`config.mk`:
```
export PLATFORM = sky130hd
export DESIGN_NAME = blackjack_ctrl
export DESIGN_NICKNAME = d
export VERILOG_FILES = /design/src/rtl/blackjack_ctrl.sv
export SDC_FILE = /design/constraint.sdc
export NUM_CORES = 1
export LEC_CHECK = 0
export ABC_AREA = 1
export CAP_MARGIN = 20
export CORE_UTILIZATION = 50
export DETAILED_ROUTE_END_ITERATION = 8
export GPL_TIMING_DRIVEN = 0
export PLACE_DENSITY = 0.76
export SLEW_MARGIN = 20
export SYNTH_ARGS = -nofsm -noshare
export SYNTH_HDL_FRONTEND = slang
export SYNTH_SLANG_ARGS = --single-unit
export TNS_END_PERCENT = 10
```
`constraint.sdc`:
```
create_clock -name clk -period 2.4 [get_ports clk]
set_input_delay 0.24 -clock clk [delete_from_list [all_inputs] [get_ports clk]]
set_output_delay 0.24 -clock clk [all_outputs]
set_load 0.01 [all_outputs]
```
`src/rtl/blackjack_ctrl.sv`:
```
// Blackjack game sequencer: requests cards from the deck, deals the opening hands,
// runs the player hit/stay phase and the dealer draw-to-17 phase, then reports the outcome.
//
// state   | meaning
// IDLE    | no game, waiting for start
// DEAL_P1 | requesting first player card
// DEAL_D1 | requesting first dealer card
// DEAL_P2 | requesting second player card
// DEAL_D2 | requesting second dealer card
// PLAYER  | waiting for hit/stay (auto-stands on 21)
// P_DRAW  | requesting a player hit card
// DEALER  | dealer decides: stand on >= 17, else draw
// D_DRAW  | requesting a dealer card
// RESULT  | outcome flags and totals held until start
module blackjack_ctrl (
    input  logic       clk,
    input  logic       rst_n,
    input  logic       start,
    input  logic       hit,
    input  logic       stay,
    input  logic [4:0] card_in,
    input  logic       card_valid,
    output logic       card_req,
    output logic [4:0] player_total,
    output logic [4:0] dealer_total,
    output logic       busy,
    output logic       win,
    output logic       lose,
    output logic       tie
);

    typedef enum logic [3:0] {
        S_IDLE,
        S_DEAL_P1,
        S_DEAL_D1,
        S_DEAL_P2,
        S_DEAL_D2,
        S_PLAYER,
        S_P_DRAW,
        S_DEALER,
        S_D_DRAW,
        S_RESULT
    } state_t;

    state_t     state_q, state_d;
    logic [4:0] p_hard_q, p_hard_d;
    logic [4:0] d_hard_q, d_hard_d;
    logic       p_ace_q, p_ace_d;
    logic       d_ace_q, d_ace_d;
    logic       win_q, win_d;
    logic       lose_q, lose_d;
    logic       tie_q, tie_d;

    logic       xfer;
    logic       card_is_ace;
    logic [4:0] p_hard_add, d_hard_add;
    logic       p_ace_add, d_ace_add;
    logic [4:0] p_best, d_best;

    // An ace counts 11 only while that keeps the hand at or below 21.
    function automatic logic [4:0] best_total(input logic [4:0] hard, input logic ace);
        if (ace && (hard <= 5'd11)) begin
            return hard + 5'd10;
        end
        return hard;
    endfunction

    assign card_req = (state_q inside {S_DEAL_P1, S_DEAL_D1, S_DEAL_P2, S_DEAL_D2,
                                       S_P_DRAW, S_D_DRAW});
    assign busy     = !(state_q inside {S_IDLE, S_RESULT});

    assign xfer        = card_req && card_valid && (card_in >= 5'd1) && (card_in <= 5'd10);
    assign card_is_ace = (card_in == 5'd1);
    assign p_hard_add  = p_hard_q + card_in;
    assign d_hard_add  = d_hard_q + card_in;
    assign p_ace_add   = p_ace_q | card_is_ace;
    assign d_ace_add   = d_ace_q | card_is_ace;
    assign p_best      = best_total(p_hard_q, p_ace_q);
    assign d_best      = best_total(d_hard_q, d_ace_q);

    assign player_total = p_best;
    assign dealer_total = d_best;
    assign win          = win_q;
    assign lose         = lose_q;
    assign tie          = tie_q;

    always_comb begin
        state_d  = state_q;
        p_hard_d = p_hard_q;
        p_ace_d  = p_ace_q;
        d_hard_d = d_hard_q;
        d_ace_d  = d_ace_q;
        win_d    = win_q;
        lose_d   = lose_q;
        tie_d    = tie_q;
        case (state_q)
            S_IDLE, S_RESULT: begin
                if (start) begin
                    state_d  = S_DEAL_P1;
                    p_hard_d = 5'd0;
                    p_ace_d  = 1'b0;
                    d_hard_d = 5'd0;
                    d_ace_d  = 1'b0;
                    win_d    = 1'b0;
                    lose_d   = 1'b0;
                    tie_d    = 1'b0;
                end
            end
            S_DEAL_P1, S_DEAL_P2: begin
                if (xfer) begin
                    p_hard_d = p_hard_add;
                    p_ace_d  = p_ace_add;
                    state_d  = (state_q == S_DEAL_P1) ? S_DEAL_D1 : S_DEAL_D2;
                end
            end
            S_DEAL_D1, S_DEAL_D2: begin
                if (xfer) begin
                    d_hard_d = d_hard_add;
                    d_ace_d  = d_ace_add;
                    state_d  = (state_q == S_DEAL_D1) ? S_DEAL_P2 : S_PLAYER;
                end
            end
            S_PLAYER: begin
                // stay takes priority over a simultaneous hit
                if ((p_best == 5'd21) || stay) begin
                    state_d = S_DEALER;
                end else if (hit) begin
                    state_d = S_P_DRAW;
                end
            end
            S_P_DRAW: begin
                if (xfer) begin
                    p_hard_d = p_hard_add;
                    p_ace_d  = p_ace_add;
                    if (best_total(p_hard_add, p_ace_add) > 5'd21) begin
                        state_d = S_RESULT;
                        lose_d  = 1'b1;
                    end else begin
                        state_d = S_PLAYER;
                    end
                end
            end
            S_DEALER: begin
                if (d_best >= 5'd17) begin
                    state_d = S_RESULT;
                    if ((d_best > 5'd21) || (p_best > d_best)) begin
                        win_d = 1'b1;
                    end else if (p_best < d_best) begin
                        lose_d = 1'b1;
                    end else begin
                        tie_d = 1'b1;
                    end
                end else begin
                    state_d = S_D_DRAW;
                end
            end
            S_D_DRAW: begin
                if (xfer) begin
                    d_hard_d = d_hard_add;
                    d_ace_d  = d_ace_add;
                    state_d  = S_DEALER;
                end
            end
            default: state_d = S_IDLE;
        endcase
    end

    always_ff @(posedge clk or negedge rst_n) begin
        if (!rst_n) begin
            state_q  <= S_IDLE;
            p_hard_q <= 5'd0;
            p_ace_q  <= 1'b0;
            d_hard_q <= 5'd0;
            d_ace_q  <= 1'b0;
            win_q    <= 1'b0;
            lose_q   <= 1'b0;
            tie_q    <= 1'b0;
        end else begin
            state_q  <= state_d;
            p_hard_q <= p_hard_d;
            p_ace_q  <= p_ace_d;
            d_hard_q <= d_hard_d;
            d_ace_q  <= d_ace_d;
            win_q    <= win_d;
            lose_q   <= lose_d;
            tie_q    <= tie_d;
        end
    end

endmodule

```
==> impl_metrics.yaml, run 1 <==
synthesis:
  yosysTopAreaCell: "dfrtp_1"
  synthesis.nets: 325
  synth_area_um2: 1978
  ys_seq_elements: 19
  syn_area_per_cell_um2: 6.751
  synth_edf_count: 0
  ys_types: 32
  netlist_top_cells_area: "dfrtp_1 (24%), nand2_1 (15%), ha_1 (12%)"
  synth-async-reset-ratio_pct: 100.0
  synthCells: 293
  synth_ff_type: "dfrtp_1"
  ys_warn_count: 0
  yosys.area.top_type_share_pct: 24.04
  synth-seq-area-share_pct: 24.04
drt:
  first_pass_iters: 5
  postRouteAntennaNets: 0
  drt_iter0_drc: 180
  wl_um: 5738
  drc: 0
  num_vias: 2183
  vias_per_cell: 5.417
  wl_per_cell_um: 14.24
clock_network:
  clock_path_buffers: 2
  cts_tree: "yes"
  clkSlewWorstSetupHoldPaths_ns: 0.08
  cts_sinks: 19
  cts_inserted_buffers: 3
  clk_latency_ns: 0.26
  cts-root-buf: "clkbuf_8"
  cts-htree-levels: 1
  postCtsHoldBufs: 0
global_route:
  grt_pass1_wl_um: 8756
  overflow: 0
  grt_pass1_vias: 2010
  track_usage_pct: 26.56
  grt_max_degree: 20
  antenna_found_initial: 0
placement:
  portBuffers: 25
  place_congestion: 0.8350
  placed_cells: 366
  placed_area_um2: 2292
  hpwl_um: 3718
  dp_slack_ns: -0.7381
critical_path:
  crit_required_ns: 2.55
  crit_type: "reg -> reg"
  critical_path.max_fanout: 5
  crit_chain: "ha_4, nand3_2, nand2_1, nand2_2, nand3_4, inv_2, nand2_2, nand2_2, inv_2, ha_4, nand2_4, nor2_4, a21oi_2, o211ai_1, nand2_1, nand3_2, nand2_2, nand4_1, a21oi_1"
  slowest_delay_ns: 0.45
  end_kind: "register"
  rr_worst_depth: 19
  slowest_stage: "dfrtp_2"
  worstSetupPathDepth: 19
  cp-start-kind: "register"
  worst_path_dominant_cell_family: "simple AND/OR/NAND/NOR gates"
  crit_top_cell: "nand2_2"
  path_buf_inv: 2
  arrival_ns: 2.62
finish:
  nNetsFinal: 388
  final_common_cell: "nand2_1"
  diodes: 0
  most-common-layout-cells: "nand2_1 (64), buf_4 (36), inv_1 (34), clkdlybuf4s50_1 (22), nand3_1 (20)"
  final_util_pct: 75.59
  drive_gt1_share_pct: 32.68
  area_delta_synth_final_pct: 42.00
  fin_area_um2: 2809
  stdcell_count: 403
pwr:
  leakage_nw: 1.445
  powerDensity_nw_per_um2: 1370
  ir_worst_vdd_v: 0.0008618
  power.total_mw: 3.849
sta:
  fin_crit_sh_pct: 102.6
  maxSlewViolCount: 0
  setup_viol: 3
  rsz0062_at_grt: "true"
  finClkSkew_ns: 0.003604
  hold_viol: 0
  max_freq_mhz: 406.3
  relSlewSlack_pct: 36.93
  worstMarginPinSlew_ns: 0.9431
  period_minus_slack_ns: 2.461
  tns_ns: -0.1240
  hold_slack_ns: 0.4879
  setup_slack_ns: -0.06143
floorplan:
  die_w_um: 64.90
  design.die.area_um2: 4212
  start_util_pct: 53.23
  pin_count: 26
  row_count: 22
  core_area_um2: 3716
  die_h_um: 64.90
status:
  violations: "negative setup slack"
  status: "complete, but fails checks"
worst_hold_path:
  hold_path.class: "in -> async"
flow_run:
  cap_violations: 0
-- logic make-up after synthesis --
kind of cell               count (synthesis)  synth area share, %
DFF                                       19                24.04
and+or+nand+nor                          146                33.52
buffers and inverters                     57                11.83
xor gates and xnor gates                   5                2.214
AOI/OAI and AO/OA                         45                14.36
adders and majority gates                 21                14.04
-- synthesized netlist by cell type, drive strengths merged (4+ instances only) --
| cell | instances |
|---|---|
| a21oi | 12 |
| a31oi | 4 |
| buf | 4 |
| dfrtp | 19 |
| ha | 19 |
| inv | 52 |
| nand2 | 85 |
| nand3 | 26 |
| nand4 | 10 |
| nor2 | 14 |
| nor3 | 4 |
| o21ai | 22 |
| or2 | 5 |
| xor2 | 5 |
-- worst reg2reg max path: cells and delay by family, from the launching register on --
family,cells,cell delay (ns)
AO/OA/AOI/OAI,3,0.27
AND/OR/NAND/NOR,12,1.03
flip-flops,1,0.45
buffers and inverters,2,0.16
adder cells (fa/ha/maj),2,0.45
-- power by group --
part,leakage (nW),total (mW),internal [mW],switching [mW]
Clock,0.0228,0.236,0.118,0.117
Sequential,0.250,0.534,0.435,0.0994
Combinational,1.17,3.08,1.39,1.69
Total,1.45,3.85,1.95,1.90
-- area by class of cell --
type | count | area [um2]
sequential | 19 | 478.0
multi-input combinational | 217 | 1489
buffer | 4 | 33.78
timing repair buffer | 58 | 499.2
tap | 48 | 60.06
fill | 287 | 907.1
clock buffer | 4 | 45.04
inverter | 53 | 203.9
-- state kept, by name, summed over array words and instances, names as in the netlist --
register  cells
tie           1
lose          1
state_q       4
d_ace_q       1
p_ace_q       1
d_hard_q      5
p_hard_q      5
win           1
-- path summary, 6_finish.rpt --
kind | startpoint | slack (ns) | to
max in group asynchronous | rst_n | 1.26 | d_hard_q[1]$_DFFE_PN0P_
min | rst_n | 0.49 | win$_DFFE_PN0P_
min reg2reg | lose$_DFFE_PN0P_ | 0.49 | lose$_DFFE_PN0P_
min in group clk | lose$_DFFE_PN0P_ | 0.49 | lose$_DFFE_PN0P_
max | p_hard_q[1]$_DFFE_PN0P_ | -0.06 | tie$_DFFE_PN0P_
max reg2reg | p_hard_q[1]$_DFFE_PN0P_ | -0.06 | tie$_DFFE_PN0P_
-- what timing repair did --
item / in CTS / in global routing
endpoints found under the setup margin: 8 / 11
setup buffers: 23 / 10
resized for setup: 29 / 33
pin swaps: 13 / 24
-- layer usage --
metal,routed length [um],vias up,track usage [%]
met5,0,-,0
met4,92,0,6.111
met3,242,15,2.641
met2,2917,83,47.79
met1,2486,1004,33.73
li1,-,1081,-
Power figures use the tool's default switching activity.
==> run 2: changes to the inputs <==
--- a/config.mk
+++ b/config.mk
@@ -5,12 +5,10 @@
 export SDC_FILE = /design/constraint.sdc
 export NUM_CORES = 1
 export LEC_CHECK = 0
-export ABC_AREA = 1
 export CAP_MARGIN = 20
-export CORE_UTILIZATION = 50
+export CORE_UTILIZATION = 51
 export DETAILED_ROUTE_END_ITERATION = 8
-export GPL_TIMING_DRIVEN = 0
-export PLACE_DENSITY = 0.76
+export PLACE_DENSITY = 0.77
 export SLEW_MARGIN = 20
 export SYNTH_ARGS = -nofsm -noshare
 export SYNTH_HDL_FRONTEND = slang
==> run 2 against run 1 <==
Effect of this change: the flow still finishes with violations (negative setup slack); combinational power grew 29%; die area increased by 0.80%; first-iteration DRC count grew 24%; design area is 16% higher; clock power hardly changed; worst setup slack got worse by 0.16 ns; largest cell class unchanged; highest routed layer unchanged.
==> impl_metrics.yaml, run 2 <==
finish:
  stdcell_count: 402
  area_delta_synth_final_pct: 60.64
  fill_cells: 189
  nNetsFinal: 387
  multi_input_area_um2: 1722
  fin_area_um2: 3268
  final_common_cell: "buf_4"
  final_util_pct: 87.30
  reg_top3: "d_hard_q: 5 flops, p_hard_q: 5 flops, state_q: 4 flops"
  seqCellArea_um2: 478.0
  most-common-layout-cells: "buf_4 (79), a21oi_1 (22), inv_1 (20), clkdlybuf4s50_1 (20), dfrtp_1 (17)"
  diodes: 0
  drive_gt1_share_pct: 39.27
synthesis:
  synth-async-reset-ratio_pct: 100.0
  netlist_top_cells_area: "dfrtp_1 (23%), ha_1 (12%), a21oi_1 (6.4%)"
  synth_area_um2: 2034
  ys_warn_count: 0
  syn_area_per_cell_um2: 8.073
  synth_ff_type: "dfrtp_1"
  synthCells: 252
  synth_commonest_cells: "a21oi_1 (26), inv_1 (24), dfrtp_1 (19), ha_1 (19)"
  yosys.area.top_type_share_pct: 23.37
  synth-seq-area-share_pct: 23.37
  ys_seq_elements: 19
  synthesis.nets: 284
  synth_edf_count: 0
  yosysTopAreaCell: "dfrtp_1"
  synth_most_common_cell: "a21oi_1"
  ys_types: 55
critical_path:
  cp-start-kind: "register"
  crit_chain: "buf_4, ha_2, nor3b_2, nor2_1, a21oi_2, ha_4, and3_4, a31oi_4, o31ai_4, and3b_2, o2111ai_4, o211ai_1"
  slowest_delay_ns: 0.41
  rr_startpoint: "d_hard_q[2]$_DFFE_PN0P_"
  reg2reg_setup_slack_ns: -0.22
  rr_worst_depth: 12
  rr_endpoint: "lose$_DFFE_PN0P_"
  slowest_stage: "dfrtp_1"
  arrival_ns: 2.76
  crit_type: "reg -> reg"
  critical_path.max_fanout: 3
  worst_path_dominant_cell_family: "simple AND/OR/NAND/NOR gates"
  crit_required_ns: 2.54
  path_buf_inv: 1
  end_kind: "register"
clock_network:
  cts_inserted_buffers: 3
  cts_sinks: 19
  clkSlewWorstSetupHoldPaths_ns: 0.08
  clock_path_buffers: 2
  postCtsHoldBufs: 0
  clk_latency_ns: 0.26
  cts_tree: "yes"
  cts-root-buf: "clkbuf_8"
  cts-htree-levels: 1
global_route:
  overflow: 0
  grt_pass1_wl_um: 11810
  track_usage_pct: 36.35
  antenna_found_initial: 0
  grt_max_degree: 15
  grt_pass1_vias: 2464
sta:
  finClkSkew_ns: 0.003408
  max_freq_mhz: 381.2
  setup_viol: 6
  setup_slack_ns: -0.2236
  period_minus_slack_ns: 2.624
  relSlewSlack_pct: 50.76
  maxSlewViolCount: 0
  rsz0062_at_grt: "true"
  worstMarginPinSlew_ns: 0.7364
  hold_viol: 0
  hold_slack_ns: 0.4073
  fin_crit_sh_pct: 109.3
floorplan:
  pin_count: 26
  row_count: 22
  die_h_um: 65.16
  core_area_um2: 3744
  start_util_pct: 54.34
  die_w_um: 65.16
  design.die.area_um2: 4246
drt:
  num_vias: 2507
  wl_per_cell_um: 19.16
  drt_iter0_drc: 223
  wl_um: 7704
  postRouteAntennaNets: 0
  vias_per_cell: 6.236
  drc: 0
  first_pass_iters: 5
pwr:
  ir_worst_vdd_v: 0.0009283
  leakage_nw: 1.528
  powerDensity_nw_per_um2: 1479
placement:
  place_congestion: 0.9479
  hpwl_um: 5162
  placed_cells: 390
  portBuffers: 25
  placed_area_um2: 2877
status:
  status: "complete, but fails checks"
  violations: "negative setup slack"
flow_run:
  cap_violations: 0
worst_hold_path:
  hold_path.class: "in -> async"
run 2: worst max-delay path by stage:
stage          slack [ns]  cells after the start               startpoint                to
6_report            -0.22                     12  d_hard_q[2]$_DFFE_PN0P_  lose$_DFFE_PN0P_
5_1_grt             -0.38                     15  d_hard_q[1]$_DFFE_PN0P_  lose$_DFFE_PN0P_
4_1_cts             -0.04                     13  d_hard_q[2]$_DFFE_PN0P_  lose$_DFFE_PN0P_
3_5_place_dp        -0.43                     12               card_in[0]  lose$_DFFE_PN0P_
3_3_place_gp        -0.36                     12               card_in[0]  lose$_DFFE_PN0P_
2_1_floorplan        0.01                     11  p_hard_q[2]$_DFFE_PN0P_  lose$_DFFE_PN0P_
run 2: final cells by class:
cell class,count,area share (%)
inverter,24,2.757
clock inverter,1,0.1531
multi-input combinational,201,52.68
sequential,19,14.62
timing repair buffer,106,26.68
tap,48,1.838
clock buffer,3,1.263
run 2: worst register-to-register path, stage by stage, from the launching register on:
cell and delay [ns]:
dfrtp_1 0.41, buf_4 0.16, ha_2 0.18, nor3b_2 0.28, nor2_1 0.08, a21oi_2 0.20
ha_4 0.24, and3_4 0.19, a31oi_4 0.18, o31ai_4 0.11, and3b_2 0.27, o2111ai_4 0.09
o211ai_1 0.12
run 2: cell families (layout without fill, tap and decap cells):
| kind of cell | Yosys count | count (layout) | share of synthesized area (%) |
|---|---|---|---|
| muxes | 1 | 1 | 0.4920 |
| adders and majority gates | 21 | 21 | 13.65 |
| DFF | 19 | 19 | 23.37 |
| buffers and inverters | 32 | 134 | 6.580 |
| and+or+nand+nor | 87 | 87 | 24.36 |
| xor gates and xnor gates | 9 | 9 | 4.613 |
| AOI/OAI and AO/OA | 83 | 83 | 26.94 |
run 2: metal layers:
metal / vias to the layer above / wire, um / GRT usage, %
met4: 0 / 218 / 14.13
met1: 1219 / 3256 / 45.61
met5: - / 0 / 0
li1: 1129 / - / -
met2: 134 / 3815 / 63.40
met3: 25 / 414 / 3.993
run 2: power by group:
| group | total (mW) | internal (mW) | switching [mW] | leakage, nW |
|---|---|---|---|---|
| logic | 3.98 | 2.01 | 1.97 | 1.25 |
| clock network | 0.235 | 0.116 | 0.119 | 0.0255 |
| registers | 0.622 | 0.448 | 0.174 | 0.251 |
run 2: stage by stage:
| step | power [mW] | setup TNS, ns | setup slack [ns] |
|---|---|---|---|
| after floorplan | 2.259 | 0 | 0.01174 |
| after global placement | 3.533 | -1.482 | -0.3594 |
| after detailed placement | 3.663 | -2.014 | -0.4308 |
| after CTS | 4.463 | -0.06836 | -0.03652 |
| after global routing | 5.207 | -1.444 | -0.3822 |
| final | 4.834 | -0.6030 | -0.2236 |
run 2: repair_timing:
| item | CTS | global route |
|---|---|---|
| pin swaps | 26 | 10 |
| setup buffers | 9 | 1 |
| endpoints found under the setup margin | 6 | 13 |
| resized for setup | 47 | 16 |
==> run 3: changes to the inputs <==
--- a/config.mk
+++ b/config.mk
@@ -5,11 +5,12 @@
 export SDC_FILE = /design/constraint.sdc
 export NUM_CORES = 1
 export LEC_CHECK = 0
+export ABC_AREA = 1
 export CAP_MARGIN = 20
-export CORE_UTILIZATION = 51
+export CORE_UTILIZATION = 50
 export DETAILED_ROUTE_END_ITERATION = 8
-export PLACE_DENSITY = 0.77
-export SLEW_MARGIN = 20
+export PLACE_DENSITY_LB_ADDON = 0.05
+export SLEW_MARGIN = 10
 export SYNTH_ARGS = -nofsm -noshare
 export SYNTH_HDL_FRONTEND = slang
 export SYNTH_SLANG_ARGS = --single-unit
==> run 3 against run 2 <==
Effect of this change: the flow still finishes with violations (negative setup slack); critical path type unchanged; critical path depth grew 5; sequential share of layout area up 2.2 points; first-iteration DRC count fell by 45%; global-route usage fell by 9.2 points; clock power shrank 3%; cell count up 2.2%; routed wire length is 29% lower; clock-buffer cell count is 1 higher; worst setup slack improved by 0.19 ns; sequential cell count is the same; total power fell by 24%; register-to-register slack improved by 0.19 ns.
==> impl_metrics.yaml, run 3 (synthesized netlist as in run 1, its figures left out) <==
drt:
  first_pass_iters: 4
  wl_per_cell_um: 13.25
  wl_um: 5447
  num_vias: 2181
  vias_per_cell: 5.307
  postRouteAntennaNets: 0
  drc: 0
  drt_iter0_drc: 123
floorplan:
  pin_count: 26
  die_w_um: 64.90
  row_count: 22
  design.die.area_um2: 4212
  die_h_um: 64.90
  core_area_um2: 3716
  start_util_pct: 53.23
placement:
  place_congestion: 0.8740
  placed_cells: 398
  hpwl_um: 4073
  dp_slack_ns: -0.4205
  placed_area_um2: 2529
  portBuffers: 25
sta:
  period_minus_slack_ns: 2.437
  worstMarginPinSlew_ns: 0.6046
  rsz0062_at_grt: "true"
  hold_viol: 0
  max_freq_mhz: 410.4
  tns_ns: -0.05989
  maxSlewViolCount: 0
  relSlewSlack_pct: 59.69
  fin_crit_sh_pct: 101.5
  setup_viol: 2
  finClkSkew_ns: 0.002648
  setup_slack_ns: -0.03692
finish:
  nNetsFinal: 396
  fill_cells: 292
  final_util_pct: 76.26
  reg_top3: "d_hard_q: 5 flops, p_hard_q: 5 flops, state_q: 4 flops"
  area_delta_synth_final_pct: 43.26
  fin_area_um2: 2834
  most-common-layout-cells: "nand2_1 (68), buf_4 (47), inv_1 (39), nand3_1 (22), clkdlybuf4s50_1 (20)"
  final_common_cell: "nand2_1"
  seqCellArea_um2: 475.5
  drive_gt1_share_pct: 31.13
  multi_input_area_um2: 1466
  stdcell_count: 411
  diodes: 0
global_route:
  grt_pass1_vias: 2037
  grt_pass1_wl_um: 8859
  antenna_found_initial: 0
  grt_max_degree: 20
  track_usage_pct: 27.18
  overflow: 0
pwr:
  p_comb_share_pct: 79.3
  ir_worst_vdd_v: 0.0006618
  seq_power_share_pct: 14.4
  clkPwrFrac_pct: 6.2
  swShare_pct: 49.35
  leakage_nw: 1.496
  p_int_mw: 1.859
  powerDensity_nw_per_um2: 1295
  switching_power_mw: 1.812
clock_network:
  clk_latency_ns: 0.26
  cts_inserted_buffers: 3
  cts_tree: "yes"
  clkSlewWorstSetupHoldPaths_ns: 0.07
  cts_sinks: 19
  cts-root-buf: "clkbuf_8"
  clock_path_buffers: 2
  cts-htree-levels: 1
critical_path:
  crit_chain: "buf_4, buf_4, ha_2, xor2_1, nand2_2, nand2_2, inv_2, ha_4, nand2_4, nor2_4, a21oi_2, o211ai_1, nand2_1, nand3_2, o21bai_1, nand4_1, nand2_1"
  rr_worst_depth: 17
  worst_path_dominant_cell_family: "simple AND/OR/NAND/NOR gates"
  cp-start-kind: "register"
  rr_startpoint: "p_hard_q[1]$_DFFE_PN0P_"
  rr_endpoint: "lose$_DFFE_PN0P_"
  slowest_stage: "dfrtp_1"
  arrival_ns: 2.64
  slowest_delay_ns: 0.43
  path_buf_inv: 3
  crit_type: "reg -> reg"
  reg2reg_setup_slack_ns: -0.04
  crit_required_ns: 2.60
  end_kind: "register"
  critical_path.max_fanout: 3
flow_run:
  cap_violations: 0
status:
  status: "complete, but fails checks"
  violations: "negative setup slack"
worst_hold_path:
  hold_path.class: "in -> async"
## run 3: changes by cell type in the layout (fill, tap and decap cells not counted), moves of 10 or more
cell,before,now
inv_1,20,39
nand2_1,11,68
buf_4,79,47
a21oi_1,22,10
nand2_2,1,12
nand3_1,6,22
nand4_1,0,10
## run 3: worst reg2reg max path, delay by kind of cell, from the launching register on
kind	cells	cell delay [ns]
buffers and inverters	3	0.34
xor gates and xnor gates	1	0.16
and+or+nand+nor	8	0.65
DFF	1	0.43
AOI/OAI and AO/OA	3	0.41
adders and majority gates	2	0.39
## run 3: area by class of cell
cell class | count | area share [%]
flip-flops and latches | 19 | 16.78
well taps | 48 | 2.119
multi-input cells | 217 | 51.74
repair buffers | 70 | 20.71
clock buffers | 4 | 1.589
inverters | 53 | 7.064
## run 3: what timing repair did
item                                    4_1_cts  5_1_grt
setup buffers                                 5        4
hold buffers                                  0        0
endpoints found under the setup margin        7       16
gates resized for setup                      29       21
pin swaps                                    16       14
## run 3: worst max path at each step
stage / start / end / depth (start not counted)
finish: p_hard_q[1]$_DFFE_PN0P_ / lose$_DFFE_PN0P_ / 17
global route: p_hard_q[1]$_DFFE_PN0P_ / lose$_DFFE_PN0P_ / 17
CTS: p_hard_q[2]$_DFFE_PN0P_ / lose$_DFFE_PN0P_ / 21
detailed placement: card_in[0] / state_q[2]$_DFFE_PN0P_ / 17
global placement: card_in[0] / lose$_DFFE_PN0P_ / 15
floorplan: d_hard_q[2]$_DFFE_PN0P_ / lose$_DFFE_PN0P_ / 19
## run 3: power by group through the flow
stage,registers [mW],logic [mW],clock network [mW]
CTS,0.523,2.67,0.234
floorplan,0.526,1.62,0
global route,0.540,3.22,0.243
finish,0.530,2.91,0.229
global placement,0.522,2.39,0
detailed placement,0.525,2.44,0
## run 3: metal layers
metal	wire length (um)	vias to the layer above	part of all wire (%)	global-route usage (%)
met2	2779	55	51	49.09
met1	2370	1020	44	33.66
met5	0	-	0	0
met3	218	8	4.0	3.873
li1	-	1098	-	-
met4	78	0	1.4	6.111
## run 3: per-stage QoR
step | hold slack [ns] | power, mW
finish | 0.3224 | 3.671
global route | 0.3599 | 4.000
CTS | 0.3339 | 3.426
detailed placement | 0.4736 | 2.962
global placement | 0.4686 | 2.911
floorplan | -0.05559 | 2.150
==> RTL change 1 (flow settings as in run 1) <==
Register the inputs `start`, `hit`, `stay`, `card_in` and `card_valid` before use. The logic sees them one clock later.
--- a/src/rtl/blackjack_ctrl.sv
+++ b/src/rtl/blackjack_ctrl.sv
@@ -44,2 +44,16 @@
 
+    logic start_q;
+    logic hit_q;
+    logic stay_q;
+    logic [4:0] card_q;
+    logic card_valid_q;
+
+    always_ff @(posedge clk) begin
+        start_q      <= start;
+        hit_q        <= hit;
+        stay_q       <= stay;
+        card_q       <= card_in;
+        card_valid_q <= card_valid;
+    end
+
     state_t     state_q, state_d;
@@ -71,6 +85,6 @@
 
-    assign xfer        = card_req && card_valid && (card_in >= 5'd1) && (card_in <= 5'd10);
-    assign card_is_ace = (card_in == 5'd1);
-    assign p_hard_add  = p_hard_q + card_in;
-    assign d_hard_add  = d_hard_q + card_in;
+    assign xfer        = card_req && card_valid_q && (card_q >= 5'd1) && (card_q <= 5'd10);
+    assign card_is_ace = (card_q == 5'd1);
+    assign p_hard_add  = p_hard_q + card_q;
+    assign d_hard_add  = d_hard_q + card_q;
     assign p_ace_add   = p_ace_q | card_is_ace;
@@ -97,3 +111,3 @@
             S_IDLE, S_RESULT: begin
-                if (start) begin
+                if (start_q) begin
                     state_d  = S_DEAL_P1;
@@ -124,5 +138,5 @@
                 // stay takes priority over a simultaneous hit
-                if ((p_best == 5'd21) || stay) begin
+                if ((p_best == 5'd21) || stay_q) begin
                     state_d = S_DEALER;
-                end else if (hit) begin
+                end else if (hit_q) begin
                     state_d = S_P_DRAW;
Formal check against the unedited RTL: not equivalent (Yosys sat finds a counterexample within 4 cycles, from zero or initial values and one cycle with rst_n low).
==> RTL change 1 against run 1 <==
- the flow still finishes with violations (negative setup slack)
- synthesized cell count unchanged
- wire length decreased by 9.2%
- cell area decreased by 2.5%
- clock power grew 28%
- sequential cell count grew 9
- setup slack worse by 0.12 ns
- power fell by 5.3%
- synthesized area is 6.7% higher
- critical path type unchanged
==> RTL change 1: results (changes against run 1) <==
[placement]
placed_area_um2 = 2440  ; +6.6%
hpwl_um = 3640  ; -2.1%
gp_congestion = 0.914  ; +9.4%
preCtsSetupSlack_ns = -0.243  ; +0.495 ns

[timing]
max_slew.worst_pin.slew_ns = 0.947  ; +0.00347 ns
fin_ws_ns = -0.181  ; -0.120 ns
fin_skew_ns = 0.00131  ; -0.00229 ns
setup-tns-final_ns = -0.381  ; -0.257 ns
setup_viol = 4  ; +1

[finish]
nets = 371  ; -4.4%
layout.cells.non_filler = 388  ; -3.7%
layout_top_registers = card_q x5, d_hard_q x5, p_hard_q x5
drive_gt1_frac = 0.234  ; -0.0930

[synthesis]
synth_area_leaders = dfrtp_1, nand2_1, ha_1
async_flop_share = 0.679  ; -0.321
netlist-cell-type-count = 35  ; +9.4%
ys_seq_area_frac = 0.311  ; +0.0703
yosys-top-cells-count = nand2_1, inv_1, nand3_1
synth_fa_ha_area_frac = 0.132  ; -0.00882
avgSynthCellArea_um2 = 7.20  ; +6.7%

[critical_path]
critical_path.max_stage_delay_ns = 0.41  ; -0.04 ns
crit_arrival_ns = 2.76  ; +0.14 ns
crit_path_top_delay_cell = dfrtp_1

[cts]
clkTransAtPathRegs_ns = 0.10  ; +0.02 ns
cts_resized = 10  ; -66%
post_cts_buffers = 6  ; -74%

[worst_hold_path]
hold_class = input port to flip-flop

[routing]
dr_wl_met2_um = 2620  ; -10%
wl_met3_um = 243  ; +0.41%
dr.pass1.iters = 4  ; -1
drtIter0Drc = 138  ; -23%
wl_um = 5210  ; -9.2%
via_per_inst = 5.22  ; -3.7%
wl_met1_um = 2280  ; -8.4%

[grt]
grt.total_usage = 0.240  ; -0.0260
grt_pass1_vias = 1789  ; -11%
grt_pass1_wl_um = 8050  ; -8.1%
grt.met3_usage = 0.0308  ; +0.00441
gr-usage-met1 = 0.309  ; -0.0284
use_met2 = 0.415  ; -0.0625

[status]
status = finished with violations
violations = negative setup slack

[power_and_ir_drop]
peakVddDrop_v = 0.000706  ; -18%
p_int_mw = 1.87  ; -3.9%
combPwrFrac = 0.725  ; -0.075
power_frac_seq = 0.193  ; +0.054
leakagePower_nw = 1.43  ; -1.3%
powerSeq_mw = 0.703  ; +32%

## RTL change 1: cell count changes after synthesis, moves of 4 or more
cell            run 1  this run
o21ai_1             4         8
a31oi_1             4         0
o22ai_1             0         4
nand4_1            10         6
o21ai_2             5         1
dfxtp_1             0         9
nand2_1            81        71
nor2_1             13        20
## RTL change 1: path summary, 6_finish.rpt
path                               end  slack [ns]  cells after the start
max reg2reg                        tie       -0.18                     20
min in group asynchronous  d_hard_q[1]        0.48                      1
min                          card_q[0]        0.39                      1
max in group asynchronous  p_hard_q[1]        1.28                      1
min reg2reg                       lose        0.49                      2
max                                tie       -0.18                     20
## RTL change 1: area by class of cell
class                           count  area (um^2)
Fill cell                         318         1290
Inverter                           50          190
Tap cell                           50         62.6
Multi-Input combinational cell    213         1370
Buffer                              2         15.0
Sequential cell                    28          659
Timing Repair Buffer               41          385
Clock buffer                        4         55.1
==> RTL change 2 (flow settings as in run 1) <==
Without the edit above. Reset style: synchronous (`rst_n`), changed in one clocked block.
--- a/src/rtl/blackjack_ctrl.sv
+++ b/src/rtl/blackjack_ctrl.sv
@@ -167,3 +167,3 @@
 
-    always_ff @(posedge clk or negedge rst_n) begin
+    always_ff @(posedge clk) begin
         if (!rst_n) begin
Check against the original RTL: differs if rst_n is asserted again (counterexample within 4 cycles, from zero or initial values and one cycle with rst_n low); with rst_n held inactive, the same outputs for 10 cycles.
==> RTL change 2 against run 1 <==
- global-route usage shrank 1.9 points
- power shrank 9.7%
- sequential cell count is the same
- synthesized area shrank 2.8%
- combinational power shrank 13%
- core utilization shrank 5.0 points
- cell area shrank 8.1%
- clock skew shrank 0.0021 ns
- count of clock-buffer cells in the layout is the same
- wire length shrank 16%
- setup slack gained 0.14 ns
==> RTL change 2: results (changes against run 1) <==
[placement]
preCtsSetupSlack_ns = -0.651  ; +0.0874 ns
placed_area_um2 = 2240  ; -2.2%
hpwl_um = 3490  ; -6.2%
gp_congestion = 0.883  ; +5.7%
port_buffers = 25  ; unchanged

[routing]
via_per_inst = 5.32  ; -1.8%
wl_um = 4830  ; -16%
drtIter0Drc = 71  ; -61%
dr.pass1.iters = 4  ; -1
wire_per_inst_um = 12.9  ; -9.1%

[critical_path]
crit_arrival_ns = 2.52  ; -0.10 ns
rrSetupSlack_ns = 0.07  ; +0.14 ns
reg2reg_to = lose
rr_startpoint = p_hard_q[0]
critical_path.max_stage_delay_ns = 0.60  ; +0.15 ns
reg2regPathDepth = 13  ; -6
crit_family = adder cells
crit_path_top_delay_cell = fa_2
path_max_fanout = 4  ; -1

[timing]
fin_skew_ns = 0.00146  ; -0.00214 ns
max_slew.worst_pin.slew_ns = 0.717  ; -0.226 ns
timing.final.crit_share = 0.969  ; -0.0563
hold_slack_ns = 0.455  ; -0.0329 ns

[synthesis]
ys_seq_area_frac = 0.198  ; -0.0426
synth_area_leaders = dfxtp_1, ha_1, nand2_1
netlist-cell-type-count = 38  ; +19%
ys_warn_count = 0  ; unchanged
avgSynthCellArea_um2 = 6.77  ; +0.30%
synth_fa_ha_area_frac = 0.144  ; +0.00402
synth-compound-area-share = 0.199  ; +0.0555
synth-xor-area-share = 0.0410  ; +0.0189
async_flop_share = 0  ; -1.00
synth-main-ff-cell = dfxtp_1
yosys-top-cells-count = nand2_1, inv_1, a21oi_1
synth_nets = 316  ; -2.8%

[finish]
drive_gt1_frac = 0.314  ; -0.0129
antennaDiodeCount = 0  ; unchanged
nets = 358  ; -7.7%

[grt]
grt.total_usage = 0.246  ; -0.0194
grt_pass1_wl_um = 7970  ; -9.0%
grt_max_degree = 11  ; -45%
grt_pass1_vias = 1841  ; -8.4%

[worst_hold_path]
holdPathEnd = tie
hold_class = flip-flop to flip-flop
hp-start = tie

[cts]
numCtsBuffers = 3  ; unchanged
htreeDepth = 1  ; unchanged
clock_latency_ns = 0.25

[status]
status = finished, final reports clean

[power_and_ir_drop]
leakagePower_nw = 1.15  ; -20%
peakVddDrop_v = 0.00103  ; +19%

-- RTL change 2: changes by cell type after synthesis, sizes merged, moves of 3 or more --
cell and change:
nand2 -24, a21oi +19, dfrtp -19, dfxtp +19
nor2 +11, o21ai -7, a211oi +6, inv -6
nand3 -5, clkinv +3, nand4 -3, xnor2 +3
-- RTL change 2: what timing repair did --
item                       in CTS  in global routing
hold buffers                    0                  0
cloned                          0                  0
setup endpoints to repair       8                  5
setup buffers                   4                  8
pin swaps                       3                 19
gates resized for setup        16                 45
hold endpoints to repair        0                  0
-- RTL change 2: power breakdown --
group          internal (mW)  switching, mW
registers              0.433          0.135
clock network          0.118          0.109
logic                   1.16           1.52
total                   1.71           1.76
-- RTL change 2: cell families (layout without fill, tap and decap cells) --
family	count (synthesis)	count (layout)
and+or+nand+nor	121	121
DFF	19	19
xor gates and xnor gates	9	9
adders and majority gates	21	21
buffers and inverters	55	96
AOI/OAI and AO/OA	59	59
-- RTL change 2: layout make-up --
| cell class | instances | area (um^2) |
|---|---|---|
| Multi-Input combinational cell | 210 | 1520 |
| Fill cell | 320 | 1080 |
| Sequential cell | 19 | 394 |
| Timing Repair Buffer | 37 | 338 |
| Inverter | 50 | 193 |
| Tap cell | 48 | 60.1 |
| Clock buffer | 4 | 45.0 |
| Buffer | 5 | 35.0 |
-- RTL change 2: per-layer routing --
| metal | vias to the layer above | share of wire | GRT usage |
|---|---|---|---|
| met5 | - | 0 | 0 |
| li1 | 1012 | - | - |
| met3 | 4 | 0.068 | 0.0411 |
| met4 | 0 | 0.0068 | 0.0398 |
| met2 | 70 | 0.49 | 0.441 |
| met1 | 898 | 0.44 | 0.310 |
